==> config.mk <==
export PLATFORM = sky130hd
export DESIGN_NAME = prog_done_ctrl
export DESIGN_NICKNAME = d
export VERILOG_FILES = /design/src/rtl/prog_done_ctrl.sv
export SDC_FILE = /design/constraint.sdc
export NUM_CORES = 1
export LEC_CHECK = 0
export CAP_MARGIN = 0
export CORE_MARGIN = 5
export CORE_UTILIZATION = 35
export CTS_CLUSTER_SIZE = 12
export DETAILED_ROUTE_END_ITERATION = 12
export GPL_ROUTABILITY_DRIVEN = 1
export PLACE_DENSITY = 0.62
export SYNTH_ARGS = -nofsm -noshare
export SYNTH_HDL_FRONTEND = slang
export SYNTH_SLANG_ARGS = --single-unit
==> constraint.sdc <==
create_clock -name Clk -period 2.1 [get_ports Clk]
set_clock_uncertainty 0.1 [all_clocks]
set_input_delay 0.315 -clock Clk [delete_from_list [all_inputs] [get_ports Clk]]
set_output_delay 0.315 -clock Clk [all_outputs]
set_load 0.01 [all_outputs]
==> src/rtl/prog_done_ctrl.sv <==
`default_nettype none
// ============================================================================
// Module   : prog_done_ctrl
// Brief    : Run/done handshake for the 3BC core: PC load, run enable, halt
//            drain, Ack, per-program cycle count and optional watchdog.
// Revision : 1.0 - initial release
// ============================================================================
module prog_done_ctrl #(
  parameter int PC_W         = 10,
  parameter int NUM_PROGS    = 3,
  parameter int START_ADDR_0 = 0,
  parameter int START_ADDR_1 = 256,
  parameter int START_ADDR_2 = 512,
  parameter int DRAIN_CYCLES = 2,
  parameter int CYC_W        = 16,
  parameter int MAX_CYCLES   = 0
) (
  input  logic                         Clk,
  input  logic                         Reset,
  input  logic                         Start,
  input  logic                         HaltDetect,
  output logic                         CountEn,
  output logic                         PCLoad,
  output logic [PC_W-1:0]              PCLoadAddr,
  output logic                         Ack,
  output logic                         Timeout,
  output logic [$clog2(NUM_PROGS)-1:0] ProgIdx,
  output logic [CYC_W-1:0]             CycleCount
);

  localparam int                   c_IDX_W      = $clog2(NUM_PROGS);
  localparam int                   c_DRAIN_W    = (DRAIN_CYCLES > 1) ? $clog2(DRAIN_CYCLES) : 1;
  localparam logic [c_IDX_W-1:0]   c_IDX_LAST   = c_IDX_W'(NUM_PROGS - 1);
  localparam logic [c_DRAIN_W-1:0] c_DRAIN_LAST = c_DRAIN_W'((DRAIN_CYCLES > 0) ? DRAIN_CYCLES - 1 : 0);
  localparam logic [CYC_W-1:0]     c_CYC_MAX    = '1;
  localparam logic [CYC_W-1:0]     c_WD_LAST    = CYC_W'((MAX_CYCLES > 0) ? MAX_CYCLES - 1 : 0);

  typedef enum logic [2:0] {
    S_IDLE  = 3'd0,
    S_ARMED = 3'd1,
    S_LOAD  = 3'd2,
    S_RUN   = 3'd3,
    S_DRAIN = 3'd4,
    S_DONE  = 3'd5
  } state_t;

  state_t               r_state;
  state_t               w_next;
  logic                 r_ack;
  logic                 r_timeout;
  logic [c_IDX_W-1:0]   r_idx;
  logic [CYC_W-1:0]     r_cyc;
  logic [c_DRAIN_W-1:0] r_drain_cnt;
  logic                 w_wd_hit;
  logic                 w_drain_last;

  assign w_wd_hit     = (MAX_CYCLES != 0) && (r_cyc == c_WD_LAST);
  assign w_drain_last = (r_drain_cnt == c_DRAIN_LAST);

  always_comb begin
    w_next = r_state;
    case (r_state)
      S_IDLE:  if (Start) w_next = S_ARMED;
      S_ARMED: if (!Start) w_next = S_LOAD;
      S_LOAD:  w_next = S_RUN;
      S_RUN: begin
        // Halt outranks the watchdog when both fire in the same cycle.
        if (HaltDetect)    w_next = (DRAIN_CYCLES == 0) ? S_DONE : S_DRAIN;
        else if (w_wd_hit) w_next = S_DONE;
      end
      S_DRAIN: if (w_drain_last) w_next = S_DONE;
      S_DONE:  if (Start) w_next = S_ARMED;
      default: w_next = S_IDLE;
    endcase
  end

  always_ff @(posedge Clk) begin
    if (Reset) begin
      r_state     <= S_IDLE;
      r_ack       <= 1'b0;
      r_timeout   <= 1'b0;
      r_idx       <= '0;
      r_cyc       <= '0;
      r_drain_cnt <= '0;
    end else begin
      r_state <= w_next;
      r_ack   <= (w_next == S_DONE);

      if (r_state == S_LOAD) begin
        r_cyc     <= '0;
        r_timeout <= 1'b0;
      end else if (r_state == S_RUN) begin
        if (r_cyc != c_CYC_MAX) r_cyc <= r_cyc + 1'b1;
        r_timeout <= !HaltDetect && w_wd_hit;
      end

      if (r_state == S_DRAIN) r_drain_cnt <= r_drain_cnt + 1'b1;
      else                    r_drain_cnt <= '0;

      if ((w_next == S_DONE) && (r_state != S_DONE))
        r_idx <= (r_idx == c_IDX_LAST) ? '0 : r_idx + 1'b1;
    end
  end

  always_comb begin
    PCLoadAddr = '0;
    if (r_idx == c_IDX_W'(0))      PCLoadAddr = PC_W'(START_ADDR_0);
    else if (r_idx == c_IDX_W'(1)) PCLoadAddr = PC_W'(START_ADDR_1);
    else if (r_idx == c_IDX_W'(2)) PCLoadAddr = PC_W'(START_ADDR_2);
  end

  assign CountEn    = (r_state == S_RUN);
  assign PCLoad     = (r_state == S_LOAD);
  assign Ack        = r_ack;
  assign Timeout    = r_timeout;
  assign ProgIdx    = r_idx;
  assign CycleCount = r_cyc;

endmodule
`default_nettype wire

; After elaboration in Yosys (flattened, before gate mapping)
; Cells that the tools add are included.
[op_classes]
n_reduce_logical = 7
n_eq_ne = 10
n_addsub = 3
n_bitwise = 1
mux = 9
[op_table]
columns = op, n
row1 = two-way mux 10 bit, 3
row2 = "adder 16 x 1 -> 16 bit, second input constant", 1
row3 = "!= test 16 bit, second input constant", 1
row4 = one-hot mux 3 bit (5 select lines), 1
row5 = two-way mux 3 bit, 4
row6 = "equality test 3 bit, second input constant", 3
row7 = "equality test 3 x 2 -> 1 bit, second input constant", 2
row8 = OR reduction 2 bit, 3
row9 = "equality test 3 x 1 -> 1 bit, second input constant", 1
row10 = zero test 3 bit, 1
row11 = "!= test 3 bit, second input constant", 1
row12 = "adder 2 x 1 -> 2 bit, second input constant", 1
row13 = "equality test 2 x 1 -> 1 bit, second input constant", 1
row14 = "equality test 2 bit, second input constant", 1
row15 = zero test 2 bit, 1
row16 = two-way mux 2 bit, 1
row17 = AND reduction 2 bit, 1
row18 = "adder 1 bit, second input constant", 1
row19 = logical AND 1 bit, 1
row20 = inverter 1 bit, 1
[totals]
output_inout_bits = 32
register_bits = 23
elab_cells = 35
input_bits = 4

; Logic depth before layout (Yosys ltp)
; Gate-level depths: netlist (run 1).
[logic_depth]
depth_word = 5
mapped_depth = 6

; Least setup slack after synthesis (run 1)
; Ideal clock, no wire load.
[synth_path]
path_type = register to register
from = register r_state[1]
to = register r_cyc[2] (netlist: CycleCount[2])
arrival_ns = 1.705
setup_slack_ns = 0.160
setup_time_ns = 0.135
path_stages_with_launch = 7
period_less_slack_ns = 1.940
required_time_ns = 1.865
path_cell_list = dfxtp_1 clkbuf_1 nor3b_1 or2_2 clkbuf_1 buf_2 a211oi_1
[synth_between]
elab_chain_cells = 2
elab_cells_between_ends = 4
classes_between = eq/ne: 2 / reduce/logical: 2
[synth_rtl]
columns = item, line
row1 = "start, declared", 47  ; state_t r_state;
row2 = "start signal, assigned", 86  ; r_state <= w_next;
row3 = equality test 3 x 2 -> 1 bit, --
row4 = net PCLoad, 23  ; output logic PCLoad,
row5 = OR reduction 2 bit (no source line), --
row6 = "end signal, assigned", 93  ; if (r_cyc != c_CYC_MAX) r_cyc <= r_cyc + 1'b1;
row7 = "end, declared", 52  ; logic [CYC_W-1:0] r_cyc;
; The timed path passes the listed nets, and every way through them passes these cells.
; A chain may end at the register's enable or synchronous reset.

; Worst setup path in the final report (run 1)
[layout_path]
from = register r_state[2]
to = output CountEn
[layout_between]
elab_chain_cells = 1
[layout_rtl]
columns = item, line
row1 = equality test 3 x 2 -> 1 bit, 112  ; assign CountEn = (r_state == S_RUN);
row2 = "end, declared", 22  ; output logic CountEn,
; No other way between the ends.

==> metrics.txt, run 1 <==
Setup crit start kind flip-flop; status finished clean; hold_buf cts 0; clk root buf clkbuf_4; number of top-level pins 36; routability cong. 0.825; Yosys reg bits 23; VDD IR max 0.382 mV; Hold Path Class flip-flop to flip-flop; Initial Util 36.4%; WP data required 1.68 ns; Final setup viols 0; Cell Area, Synth 1210 um2; Final Max Slew Viols 0; Setup crit end kind primary output; Post-DRT Antenna Nets 0; number of diodes 0; Synth cell types 40; DRC 0; most frequent cells in the layout clkdlybuf4s50_1, dfxtp_1, nor2_1, buf_4; Slew @ Worst Pin 0.611 ns; TritonCTS clock tree done; CTS sink count 23; dpl hpwl 2340 um; PwrDens 451 nW/um2; hold depth 2; critical-path cell list nand3b_4 > inv_1 > clkdlybuf4s50_1; core area approximately 3300 um2; cell area after layout 1570 um2; Tmin final 1.94 ns; commonest non-fill, non-tap cell in the layout clkdlybuf4s50_1; Final Hold Fails 0; layout cells sized above 1 between 10% and 20%; largest net degree at the start of global routing 16; synth warn 0; final wirelength ~3000 um; Syn Inst Count 142; routed vias 1169; Cell Area, Placed 1540 um2; Skew-Pair Late Insertion Delay roughly 0.31 ns; hold path startpoint CycleCount[15]$_SDFFE_PP0P_; EDFF count, synth 0; drt wl/cell 13.4 um; H-tree level count 1; vias in the first global route between 1000 and 1500; crit path kind flip-flop to primary output; worst path arrival time 1.53 ns; Util after Layout about 47%; DIE WIDTH ~70 um; Post-synth ARST share 0%; Area Growth Syn to Fin 29.1%; clock tree buffer depth 2; height of the die 68.9 um; R2R Setup Slk 0.18 ns; max-cap violations 0; total track usage 14.0%; delay of the slowest critical-path stage 0.56 ns; Initial DRT Pass Iterations 4; share of the synthesized area in the top cell type a little under two fifths; via-per-instance ratio 5.29; Worst-path clk slew around 0.12 ns; buffers added on ports 26; headroom to the max-slew limit 58.6%; cts bufs inserted 3; slowest cell on the critical path clkdlybuf4s50_1; Static Leakage approximately 0.54 nW; Critical Path Stages 3; total gr overflow 0; average instance area after synthesis 8.56 um2; Main synth FF type dfxtp_1; Buf/Inv on CP 2; DR iter-0 viols 40; Die ar. 4750 um2; Reg2Reg Depth 4; sequential-to-total area share from yosys stat 37.9%; RR Startpoint CycleCount[7]$_SDFFE_PP0P_; number of cell rows 21; final setup TNS 0 ns; RSZ-0062 raised after global routing no; Critical Path Source r_state[2]$_SDFF_PP0_; first-pass GRT wire length 5100 um; Critical Path Fanout Max 6; crit share post-route 92.5%; Synth area leader dfxtp_1; CP delay by family, top buffers and inverters; initial antenna violation count 0; Final Net Count 181; top post-synthesis cells by area dfxtp_1, buf_4, a21oi_1; Max Clock Freq roughly 0.51 GHz
cell usage after synthesis, types with 2 or more instances:
| cell | count |
|---|---|
| nor4_1 | 4 |
| a21oi_1 | 8 |
| o31ai_1 | 2 |
| o311ai_0 | 2 |
| nor3b_1 | 5 |
| nor2_1 | 10 |
| nand3_1 | 5 |
| buf_4 | 9 |
| mux2i_1 | 3 |
| or4_4 | 2 |
| nand2_1 | 9 |
| o21ai_0 | 6 |
| and4_1 | 2 |
| buf_2 | 2 |
| inv_1 | 3 |
| nor2b_1 | 2 |
| dfxtp_1 | 23 |
| nand3b_1 | 2 |
| or3_1 | 5 |
| clkbuf_1 | 3 |
| a211oi_1 | 2 |
| nor3_1 | 7 |
| or4_1 | 3 |
| o41ai_1 | 2 |
| nand4_1 | 6 |
report_power, final:
part / leakage (nW) / switching (W) / total (W) / internal (W)
combinational: 0.339 / 0.0000351 / 0.0000577 / 0.0000227
sequential: 0.186 / 0.00000353 / 0.000444 / 0.000440
clock: 0.0150 / 0.000133 / 0.000207 / 0.0000742
total: 0.540 / 0.000171 / 0.000708 / 0.000537
worst min-delay path, delay by kind of cell (launching register included):
family | cells | cell delay [ns]
flops | 1 | 0.36
mux | 1 | 0.05
simple gates | 1 | 0.06
sequential cells by signal, indices dropped and copies added (netlist names):
register,count
CycleCount,16
r_state,3
ProgIdx,2
Ack,1
r_drain_cnt,1
per-layer routing:
layer | vias to the layer above | GRT usage, % | wire (um)
met5 | - | 0 | 0
met4 | 0 | 3.65 | 23
met3 | 4 | 5.02 | 191
met2 | 34 | 25.2 | 1510
met1 | 548 | 15.5 | 1230
li1 | 583 | - | -
final cells by class:
class,instances,area [um2]
inverters,3,11.3
well taps,46,57.6
flip-flops and latches,23,460
fillers,346,1770
clock buffers,4,26.3
repair buffers,36,334
multi-input cells,109,679
kinds of logic after synthesis:
kind of cell    count (synthesis)  share of synthesized area, %
compound gates                 27                          14.3
xor+xnor                        1                         0.721
fa+ha+maj                       1                          1.03
buf+inv                        18                          9.17
flops                          23                          37.9
mux                             3                          2.47
other cells                     1                         0.309
simple gates                   68                          34.1
stage by stage:
stage	std cells	setup slack, ns	hold slack [ns]	total power [W]
floorplan	150	0.160	0.363	0.000503
global placement	217	0.253	0.398	0.000510
detailed placement	217	0.215	0.401	0.000512
CTS	221	0.128	0.419	0.000720
global route	221	0.0358	0.458	0.000751
finish	221	0.157	0.409	0.000708
repair_timing:
item / CTS / global route
resized for setup: 1 / 1
endpoints found under the setup margin: 1 / 1
pin swaps: 0 / 0
buffers inserted: 0 / 0
worst paths after layout:
kind / end
worst min register to register: CycleCount[15]$_SDFFE_PP0P_
worst min-delay path: CycleCount[15]$_SDFFE_PP0P_
worst max register to register: CycleCount[13]$_SDFFE_PP0P_
worst max-delay path: CountEn
Power figures use the tool's default switching activity.
==> run 2, diff against run 1 <==
Settings changed: TNS_END_PERCENT set to 20.
==> results of run 2 <==
Final layout, timing and power as in run 1 (identical DEF).
==> run 3, diff against run 2 <==
Settings changed: PLACE_DENSITY 0.62 to not set, PLACE_DENSITY_LB_ADDON set to 0.25.
==> run 3 against run 2 <==
  * Final cell count did not move
  * Setup slack better by 0.0049 ns
  * Via count is 1.1% higher
  * Worst hold slack improved by 0.0073 ns
  * Combinational power increased by 3%
  * Total power grew 0.22%
  * Critical path depth rose by 1
  * Count of clock-buffer cells in the layout unchanged
  * Die area unchanged
  * Cell area stayed put
  * Register-to-register slack lost 0.02 ns
  * Flip-flop and latch count is the same
==> metrics.txt, run 3 (same netlist as run 1, synthesis figures left out) <==
max-cap violations 0 (unchanged); buffers added on ports 26 (unchanged); Area Growth Syn to Fin 29.1% (unchanged); Tmin final 1.94 ns (-0.00490 ns); hold depth 2 (unchanged); hold_buf cts 0 (unchanged); commonest non-fill, non-tap cell in the layout clkdlybuf4s50_1; critical-path cell list nand3_1 > or4_4 > or4_4 > a21oi_2; Reg2Reg Depth 4 (unchanged); most frequent CP cell or4_4; Max Clock Freq 0.516 GHz (+0.25%); Die ar. 4750 um2 (unchanged); number of top-level pins 36 (unchanged); CTS sink count 23 (unchanged); hold path startpoint CycleCount[15]$_SDFFE_PP0P_; cell area after layout 1570 um2 (unchanged); clock tree buffer depth 2 (unchanged); DIE WIDTH 68.9 um (unchanged); Worst-path clk slew 0.12 ns (about the same); Hold Path Class flip-flop to flip-flop; layout cells sized above 1 10.9% (unchanged); Skew-Pair Late Insertion Delay 0.31 ns (about the same); total track usage 13.6% (-0.46 points); final setup TNS 0 ns (unchanged); vias in the first global route 1147 (-3.8%); dpl hpwl 2300 um (-1.7%); cts bufs inserted 3 (unchanged); most frequent cells in the layout clkdlybuf4s50_1, dfxtp_1, nor2_1, buf_4; headroom to the max-slew limit 60.0% (+1.4 points); Final Hold Fails 0 (unchanged); DR iter-0 viols 57 (+43%); reg2reg end CycleCount[13]$_SDFFE_PP0P_; drt wl/cell 13.0 um (-2.7%); VDD IR max 0.258 mV (-33%); WP data required 2.26 ns (+0.58 ns); Setup crit start kind flip-flop; RR Startpoint CycleCount[7]$_SDFFE_PP0P_; largest net degree at the start of global routing 13 (-3); TritonCTS clock tree done; CP delay by family, top simple AND/OR/NAND/NOR gates; initial antenna violation count 0 (unchanged); core area 3340 um2 (unchanged); Final setup viols 0 (unchanged); RSZ-0062 raised after global routing no; crit path kind flip-flop to flip-flop; H-tree level count 1 (unchanged); slowest cell on the critical path or4_4; PwrDens 452 nW/um2 (+0.22%); Cell Area, Placed 1540 um2 (unchanged); number of diodes 0 (unchanged); worst path arrival time 2.10 ns (+0.57 ns); max reg flops 16 (unchanged); Post-DRT Antenna Nets 0 (unchanged); status finished clean; Critical Path Fanout Max 7 (+1); total power 0.000710 W (+0.22%); height of the die 68.9 um (unchanged); crit share post-route 92.3% (-0.23 points); Buf/Inv on CP 0 (-2); Setup crit end kind flip-flop; clk root buf clkbuf_4; Hold EP CycleCount[15]$_SDFFE_PP0P_; total gr overflow 0 (unchanged); Initial DRT Pass Iterations 4 (unchanged); Final Max Slew Viols 0 (unchanged); R2R Setup Slk 0.16 ns (-0.02 ns); routability cong. 0.861 (+4.3%); first-pass GRT wire length 4930 um (-3.3%); final wirelength 2870 um (-2.7%); Final Net Count 181 (unchanged); Initial Util 36.4% (unchanged); DRC 0 (unchanged); via-per-instance ratio 5.35 (+1.1%); Slew @ Worst Pin 0.590 ns (-0.0211 ns); number of cell rows 21 (unchanged); Static Leakage 0.539 nW (-0.13%); routed vias 1182 (+1.1%); delay of the slowest critical-path stage 0.50 ns (-0.06 ns); Critical Path Source CycleCount[7]$_SDFFE_PP0P_
-- run 3: cell counts in the layout (fill, tap and decap cells not counted) --
No cell type changed its count.
-- run 3: repair_timing --
action | CTS | global route
resized for setup | 1 | 1
setup endpoints to repair | 1 | 4
gates cloned | 0 | 0
buffers inserted | 0 | 0
pin swaps | 0 | 0
-- run 3: layout make-up --
type | instances | area (um2)
sequential | 23 | 460
tap | 46 | 57.6
multi-input combinational | 109 | 679
fill | 355 | 1770
clock buffer | 4 | 26.3
timing repair buffer | 36 | 334
inverter | 3 | 11.3
-- run 3: worst max-delay path by stage --
stage                             endpoint  depth (start not counted)  slack (ns)
4_1_cts                            CountEn                          3        0.15
3_3_place_gp   CycleCount[13]$_SDFFE_PP0P_                          4        0.25
6_report       CycleCount[13]$_SDFFE_PP0P_                          4        0.16
2_1_floorplan   CycleCount[2]$_SDFFE_PP0P_                          6        0.16
3_5_place_dp   CycleCount[13]$_SDFFE_PP0P_                          4        0.20
5_1_grt         CycleCount[3]$_SDFFE_PP0P_                          5        0.02
-- run 3: power by group --
part | leakage [nW] | total [W] | internal, W | switching [W]
registers | 0.186 | 0.000444 | 0.000440 | 0.00000362
clock network | 0.0150 | 0.000206 | 0.0000742 | 0.000132
logic | 0.339 | 0.0000596 | 0.0000244 | 0.0000352
-- run 3: metal layers --
| layer | part of all wire (%) | track usage [%] |
|---|---|---|
| met1 | 42 | 15.7 |
| met2 | 50 | 23.7 |
| met3 | 4.8 | 2.76 |
| met4 | 2.7 | 6.57 |
| met5 | 0 | 0 |
-- run 3: worst min-delay path: stages (launching register included) --
cell     delay [ns]
dfxtp_1        0.37
nand2_1        0.06
mux2i_1        0.05
-- run 3: stage by stage --
stage          util (%)  instances  hold WS [ns]  worst slack, ns
3_5_place_dp       46.1        217         0.401            0.203
4_1_cts            46.8        221         0.419            0.146
2_1_floorplan         -        150         0.363            0.160
6_report           47.0        221         0.417            0.161
3_3_place_gp       46.1        217         0.398            0.250
5_1_grt            47.0        221         0.454           0.0229
